<file path="config.mk">
export PLATFORM = sky130hd
export DESIGN_NAME = mag_compare_seq
export DESIGN_NICKNAME = d
export VERILOG_FILES = /design/src/rtl/mag_compare_seq.sv
export SDC_FILE = /design/constraint.sdc
export NUM_CORES = 1
export LEC_CHECK = 0
export ABC_AREA = 1
export ABC_CLOCK_PERIOD_IN_PS = 1050
export CELL_PAD_IN_SITES_DETAIL_PLACEMENT = 0
export CELL_PAD_IN_SITES_GLOBAL_PLACEMENT = 1
export CORE_MARGIN = 8
export CORE_UTILIZATION = 32
export CTS_CLUSTER_SIZE = 16
export DETAILED_ROUTE_END_ITERATION = 12
export HOLD_SLACK_MARGIN = 0.15
export PLACE_DENSITY = 0.7
export SLEW_MARGIN = 25
export SYNTH_ARGS = -nofsm -noshare
export SYNTH_HDL_FRONTEND = slang
export SYNTH_SLANG_ARGS = --single-unit
</file>
<file path="constraint.sdc">
create_clock -name i_clk -period 1.05 [get_ports i_clk]
set_input_delay 0.21 -clock i_clk [delete_from_list [all_inputs] [get_ports i_clk]]
set_output_delay 0.21 -clock i_clk [all_outputs]
set_load 0.005 [all_outputs]
</file>
<file path="src/rtl/mag_compare_seq.sv">
// mag_compare_seq: sequential unsigned magnitude comparator.
//
// One 2-bit compare slice is reused across WIDTH/2 clock cycles, scanning the
// operands most-significant digit first. The first differing digit decides the
// result and freezes the decided flags. Results are registered and published
// on the edge that enters DONE, together with a one-cycle done pulse.
//
// Optional feature macro: MAG_CMP_EARLY_EXIT_EN
//   defined   : RUN ends in the cycle that first decides the result.
//   undefined : RUN always scans all digits (fixed latency WIDTH/2 + 1).
//
// Ports:
//   i_clk     : clock, all state changes on the rising edge
//   i_reset_n : synchronous active-low reset
//   i_start   : request a compare, accepted only while o_ready = 1
//   i_a, i_b  : operands, sampled on the accepted start edge
//   o_ready   : high in IDLE (combinational from state)
//   o_done    : one-cycle pulse when o_agtb / o_aeqb update
//   o_agtb    : registered A > B (unsigned)
//   o_aeqb    : registered A == B
module mag_compare_seq #(
    parameter int unsigned WIDTH = 8
) (
    input  logic             i_clk,
    input  logic             i_reset_n,
    input  logic             i_start,
    input  logic [WIDTH-1:0] i_a,
    input  logic [WIDTH-1:0] i_b,
    output logic             o_ready,
    output logic             o_done,
    output logic             o_agtb,
    output logic             o_aeqb
);

    localparam int unsigned N    = WIDTH / 2;
    localparam int unsigned CntW = (N > 1) ? $clog2(N) : 1;

    typedef enum logic [1:0] {
        StIdle,
        StRun,
        StDone
    } state_e;

    state_e             r_state;
    logic [WIDTH-1:0]   r_sa;
    logic [WIDTH-1:0]   r_sb;
    logic [CntW-1:0]    r_cnt;
    logic               r_gt_f;
    logic               r_lt_f;
    logic               r_done;
    logic               r_agtb;
    logic               r_aeqb;

    state_e             w_state_nxt;
    logic [WIDTH-1:0]   w_sa_nxt;
    logic [WIDTH-1:0]   w_sb_nxt;
    logic [CntW-1:0]    w_cnt_nxt;
    logic               w_gt_f_nxt;
    logic               w_lt_f_nxt;
    logic               w_done_nxt;
    logic               w_agtb_nxt;
    logic               w_aeqb_nxt;

    logic [1:0]         w_da;
    logic [1:0]         w_db;
    logic               w_slice_gt;
    logic               w_slice_lt;
    logic               w_gt_fin;
    logic               w_lt_fin;
    logic               w_exit;

    assign w_da       = r_sa[WIDTH-1 -: 2];
    assign w_db       = r_sb[WIDTH-1 -: 2];
    assign w_slice_gt = (w_da > w_db);
    assign w_slice_lt = (w_da < w_db);

    // Flags including the digit processed this cycle; a decided compare is frozen.
    assign w_gt_fin = (r_gt_f | r_lt_f) ? r_gt_f : w_slice_gt;
    assign w_lt_fin = (r_gt_f | r_lt_f) ? r_lt_f : w_slice_lt;

`ifdef MAG_CMP_EARLY_EXIT_EN
    assign w_exit = (r_cnt == '0) | w_gt_fin | w_lt_fin;
`else
    assign w_exit = (r_cnt == '0);
`endif

    always_comb begin
        w_state_nxt = r_state;
        w_sa_nxt    = r_sa;
        w_sb_nxt    = r_sb;
        w_cnt_nxt   = r_cnt;
        w_gt_f_nxt  = r_gt_f;
        w_lt_f_nxt  = r_lt_f;
        w_done_nxt  = 1'b0;
        w_agtb_nxt  = r_agtb;
        w_aeqb_nxt  = r_aeqb;

        case (r_state)
            StIdle: begin
                if (i_start) begin
                    w_sa_nxt    = i_a;
                    w_sb_nxt    = i_b;
                    w_cnt_nxt   = CntW'(N - 1);
                    w_gt_f_nxt  = 1'b0;
                    w_lt_f_nxt  = 1'b0;
                    w_state_nxt = StRun;
                end
            end
            StRun: begin
                w_gt_f_nxt = w_gt_fin;
                w_lt_f_nxt = w_lt_fin;
                w_sa_nxt   = r_sa << 2;
                w_sb_nxt   = r_sb << 2;
                w_cnt_nxt  = r_cnt - CntW'(1);
                if (w_exit) begin
                    w_agtb_nxt  = w_gt_fin;
                    w_aeqb_nxt  = ~(w_gt_fin | w_lt_fin);
                    w_done_nxt  = 1'b1;
                    w_state_nxt = StDone;
                end
            end
            StDone: begin
                w_state_nxt = StIdle;
            end
            default: begin
                w_state_nxt = StIdle;
            end
        endcase
    end

    always_ff @(posedge i_clk) begin
        if (!i_reset_n) begin
            r_state <= StIdle;
            r_sa    <= '0;
            r_sb    <= '0;
            r_cnt   <= '0;
            r_gt_f  <= 1'b0;
            r_lt_f  <= 1'b0;
            r_done  <= 1'b0;
            r_agtb  <= 1'b0;
            r_aeqb  <= 1'b0;
        end else begin
            r_state <= w_state_nxt;
            r_sa    <= w_sa_nxt;
            r_sb    <= w_sb_nxt;
            r_cnt   <= w_cnt_nxt;
            r_gt_f  <= w_gt_f_nxt;
            r_lt_f  <= w_lt_f_nxt;
            r_done  <= w_done_nxt;
            r_agtb  <= w_agtb_nxt;
            r_aeqb  <= w_aeqb_nxt;
        end
    end

    assign o_ready = (r_state == StIdle);
    assign o_done  = r_done;
    assign o_agtb  = r_agtb;
    assign o_aeqb  = r_aeqb;

endmodule

</file>
=== Word-level counts from Yosys, hierarchy flattened ===
Index checks and enable logic that the tools add are counted.

* Register bits after elaboration: 25
* Input bits: 19
* Output and inout bits: 4
* Word-level logic and storage cells: 40

* Add/subtract/negate cells: 1
* Order comparisons: 2
* Equal/unequal tests: 3
* Mux-type cells: 15
* Bitwise logic cells: 3
* Reductions and logical operators: 7

{| class="wikitable"
|+ Operators by type and width
! kind !! count
|-
| $pmux W8 S2 || 2
|-
| $mux W8 || 2
|-
| $pmux W2 S2 || 2
|-
| $reduce_and A2 Y1 || 4
|-
| $mux W2 || 3
|-
| $logic_not A2 Y1 || 2
|-
| $mux W1 || 4
|-
| $ne A2 B2 Y1 const B || 2
|-
| $pmux W1 S2 || 2
|-
| $eq A2 B1 Y1 const B || 1
|-
| $gt A2 B2 Y1 || 1
|-
| $lt A2 B2 Y1 || 1
|-
| $or A1 B1 Y1 || 2
|-
| $reduce_bool A2 Y1 || 1
|-
| $sub A2 B1 Y2 const B || 1
|-
| $not A1 Y1 || 1
|}

=== Depth between registers and ports, before layout ===
* Word-level depth: 4
* Mapped depth: 9
* Gate-level depth less buffers: 9

=== Least setup slack after synthesis ===
Ideal clock, no wire load.

* Path type: register to register
* From: register r_sb[7]
* To: register r_aeqb, in the netlist o_aeqb
* Library setup time: 0.073 ns
* Arrival: 0.987 ns
* Required time: 0.977 ns
* Slack: -0.010 ns
* Cell stages (with the launch flop): 9
* Period minus slack after synthesis: 1.060 ns
* Cells stage by stage: dfxtp_1 > inv_1 > ha_1 > nand2_1 > nand2_1 > nand2_1 > nor2_1 > nand2_1 > a21oi_1

* Cells in the longest elaborated chain, start to end: 4
* Elaborated cells between the ends (all ways): 6
* Classes of those cells: order compare: 2; mux: 2; bitwise: 2

{| class="wikitable"
|+ Ends and longest elaborated chain
! item !! RTL line !! text
|-
| from (decl) || 46 || <nowiki>logic [WIDTH-1:0] r_sb;</nowiki>
|-
| from (signal assigned) || 145 || <nowiki>r_sb <= w_sb_nxt;</nowiki>
|-
| $gt A2 B2 Y1 / $lt A2 B2 Y1 (equally long branches) || 74, 75 ||
|-
| $mux W1 (on tied branches) || 78, 79 ||
|-
| $or A1 B1 Y1 * || 117 || <nowiki>w_aeqb_nxt = ~(w_gt_fin | w_lt_fin);</nowiki>
|-
| $not A1 Y1 * || 117 ||
|-
| to (signal assigned) || 151 || <nowiki>r_aeqb <= w_aeqb_nxt;</nowiki>
|-
| to (decl) || 52 || <nowiki>logic r_aeqb;</nowiki>
|}

Every way passes the cells marked *; elsewhere a longest branch is shown, timed or not.
A chain may end at the register's enable or synchronous reset.

=== Final worst setup path ===
* From: register r_state[1]
* To: register r_aeqb, in the netlist o_aeqb

* Cells in the longest elaborated chain, start to end: 2

{| class="wikitable"
|+ Ends and longest elaborated chain
! item !! RTL line !! text
|-
| from (decl) || 44 || <nowiki>state_e r_state;</nowiki>
|-
| from (signal assigned) || 133 || <nowiki>r_state <= StIdle;</nowiki>
|-
| from (signal assigned) || 143 || <nowiki>r_state <= w_state_nxt;</nowiki>
|-
| $eq A2 B1 Y1 || 98 || <nowiki>case (r_state)</nowiki>
|-
| $reduce_and A2 Y1 (no source line) || -- ||
|}

Every way passes these cells.

==> metrics.txt <==
Initial Util=32.6%; # clock sinks=25; 1st-iter DRT viols=58; worst relative slew slack=84.7%; layout cells sized above 1=43.8%; ant diodes=0; yosys warns=0; Synth area leader=dfxtp_1; Synth-to-Final Area Change=64.1%; Switching Share=31.8%; status=finished with violations; Die ar.=5420 sq um; Netlist cell types=22; clock buffer depth=2; GR Util met1=13.2%; Final Routed Wirelength=3010 microns; CP delay by family, top=flip-flops; Worst Setup Path Type=flip-flop to flip-flop; post-route worst setup slack=-0.0831 ns; setup TNS=-0.545 ns; clock power share=19.5%; NetSw=728 uW; Startpoint Class=flip-flop; H-tree Lvls=1; TritonRoute pass-1 iters=4; pin count of the biggest net entering global routing=17; Syn Inst Count=135; met2 Usage GRT=19.3%; most frequent cells in the layout=nand2_1 (19), clkdlybuf4s50_1 (18), dfxtp_1 (17); peak per-stage delay on the critical path=0.36 ns; Mapped Area=1060 sq um; row count=21; #FFs+latches synth=25; Setup Viol. Count Final=18; crit path time final=1.13 ns; MaxCap Viol Count=0; static leakage power=0.717 nW; grt ovf=0; met3 usage=2.18%; largest cells by area after synthesis=dfxtp_1 (47%), nand2_1 (11%), a21oi_1 (8.0%); Pwr Total=2.29 mW; placed cell area=1450 sq um; Hold WC Path Type=input pin to flip-flop; clock buffer count from CTS=3; Clock transition at path regs=0.14 ns; post-place setup slack=-0.338 ns; Core ar.=3260 sq um; Post-Syn Nets=157; fin area=1740 sq um; Worst EP required=1.32 ns; Die H=73.6 microns; Final Hold Viols=0; first-pass GRT wire length=4810 microns; Residual DRC=0; Worst Setup End Kind=flip-flop; Syn Area/Cell=7.87 sq um; critical path fanouts, max=8; Pwr per Cell Area=1310 nW/um^2; failing checks=setup timing; Hold Buf Count CTS=0; GRT Util Overall=11.1%; VDD IR max=0.603 mV; Seq/Total Area, Yosys=47.1%; count of input and output buffers=22; Final ANT Viol Nets=0; Vias/cell=4.67; Yosys top cell area share=47.1%; DP HPWL=1860 microns; Tcrit/Tclk final=108%; GR peak layer=met2; layout net count=199; CTS tree=yes; Worst-Skew Late Latency=0.32 ns; Die Width=73.6 microns; Slowest-stage cell, CP=dfxtp_2; fill count=327; vias in the first global route=1065; routed vias=1037; initial antenna violation count=0; RSZ-0062 raised after global routing=yes; Flop pwr share=48.2%; Comb pwr share=32.3%; clock skew=0.00349 ns; crit path cell chain=inv_4 -> nand2_4 -> buf_12 -> inv_12 -> nand2_4 -> nor2_1 -> nand2_1 -> a21oi_2; actual slew at the worst max-slew pin=0.228 ns; cell mode on critical path=nand2_4; Final Max Tran Viols=0; IO Count=23; Worst Path Buf+Inv=3; data arrival time of the worst path=1.40 ns; clk root buf=clkbuf_4; commonest non-fill, non-tap cell in the layout=nand2_1; internal cell power=1.56 mW; Fmax=0.883 GHz; Placer Congestion=0.759; WL per Instance=13.6 microns
## layer usage
| layer | vias to the layer above | wire (microns) |
|---|---|---|
| li1 | 532 | - |
| met1 | 487 | 1260 |
| met2 | 14 | 1630 |
| met3 | 4 | 90 |
| met4 | 0 | 29 |
| met5 | - | 0 |
## through the flow
step                      utilization [%]  hold slack, ns  instances
after floorplan                         -           0.348        135
after global placement               44.4           0.445        214
after detailed placement             44.4           0.451        214
after CTS                            46.8           0.412        219
after global routing                 53.5           0.450        222
final                                53.5           0.443        222
## timing repair
item,4_1_cts,5_1_grt
setup endpoints to repair,28,22
setup buffers,0,1
gates resized for setup,40,52
pin swaps,7,19
hold endpoints to repair,0,0
gates cloned,1,2
## worst reg2reg max path, stage by stage (launching register included)
cell and delay [ns]:
dfxtp_2 0.36, inv_4 0.09, nand2_4 0.08, buf_12 0.15, inv_12 0.07, nand2_4 0.06
nor2_1 0.09, nand2_1 0.07, a21oi_2 0.10
## cell families (layout without fill, tap and decap cells)
kind of cell / Yosys count / after routing / synth area share (%)
and+or+nand+nor: 45 / 45 / 17.2
DFF: 25 / 25 / 47.1
adders and majority gates: 3 / 3 / 3.53
buffers and inverters: 18 / 59 / 9.42
AOI/OAI and AO/OA: 44 / 44 / 22.7
## path summary, 6_finish.rpt
kind                           startpoint                    to  slack, ns  cells past startpoint
setup / recovery  r_state[1]$_SDFFE_PN0P_   o_aeqb$_SDFFE_PN0P_      -0.08                      8
hold reg to reg      r_sa[1]$_SDFFE_PN0P_  r_sa[3]$_SDFFE_PN0P_       0.48                      2
setup reg to reg  r_state[1]$_SDFFE_PN0P_   o_aeqb$_SDFFE_PN0P_      -0.08                      8
hold / removal                     i_b[7]  r_sb[7]$_SDFFE_PN0P_       0.44                      3
## area by class of cell
type                            count  area, sq um  area share (%)
Timing Repair inverter              1         8.76           0.503
Timing Repair Buffer               42          419            24.0
Inverter                           12         62.6            3.59
Multi-Input combinational cell     92          657            37.7
Clock buffer                        3         22.5            1.29
Sequential cell                    25          510            29.3
Clock inverter                      1         5.00           0.287
Tap cell                           46         57.6            3.30
## synth_stat cells, drive strengths merged
cell type  instances
ha                 3
nor3               1
buf                5
a31oi              4
a211oi             1
nor2              10
o21a               1
o22ai              5
o21ai             16
inv               11
dfxtp             25
clkbuf             1
nand2             34
clkinv             1
a21oi             17
## registers in the layout (all words and copies together) (netlist names)
register,cells
r_gt_f,1
o_done,1
r_state,2
r_cnt,2
r_lt_f,1
r_sa,8
o_aeqb,1
r_sb,8
o_agtb,1
## power groups by stage
stage,Sequential (mW),Clock (mW),Combinational [mW]
final,1.10,0.447,0.740
after global routing,1.11,0.516,0.805
after CTS,1.09,0.467,0.583
after detailed placement,1.10,0,0.534
after global placement,1.10,0,0.527
after floorplan,1.09,0,0.302
Note: power is estimated with default switching activity, not from simulation.
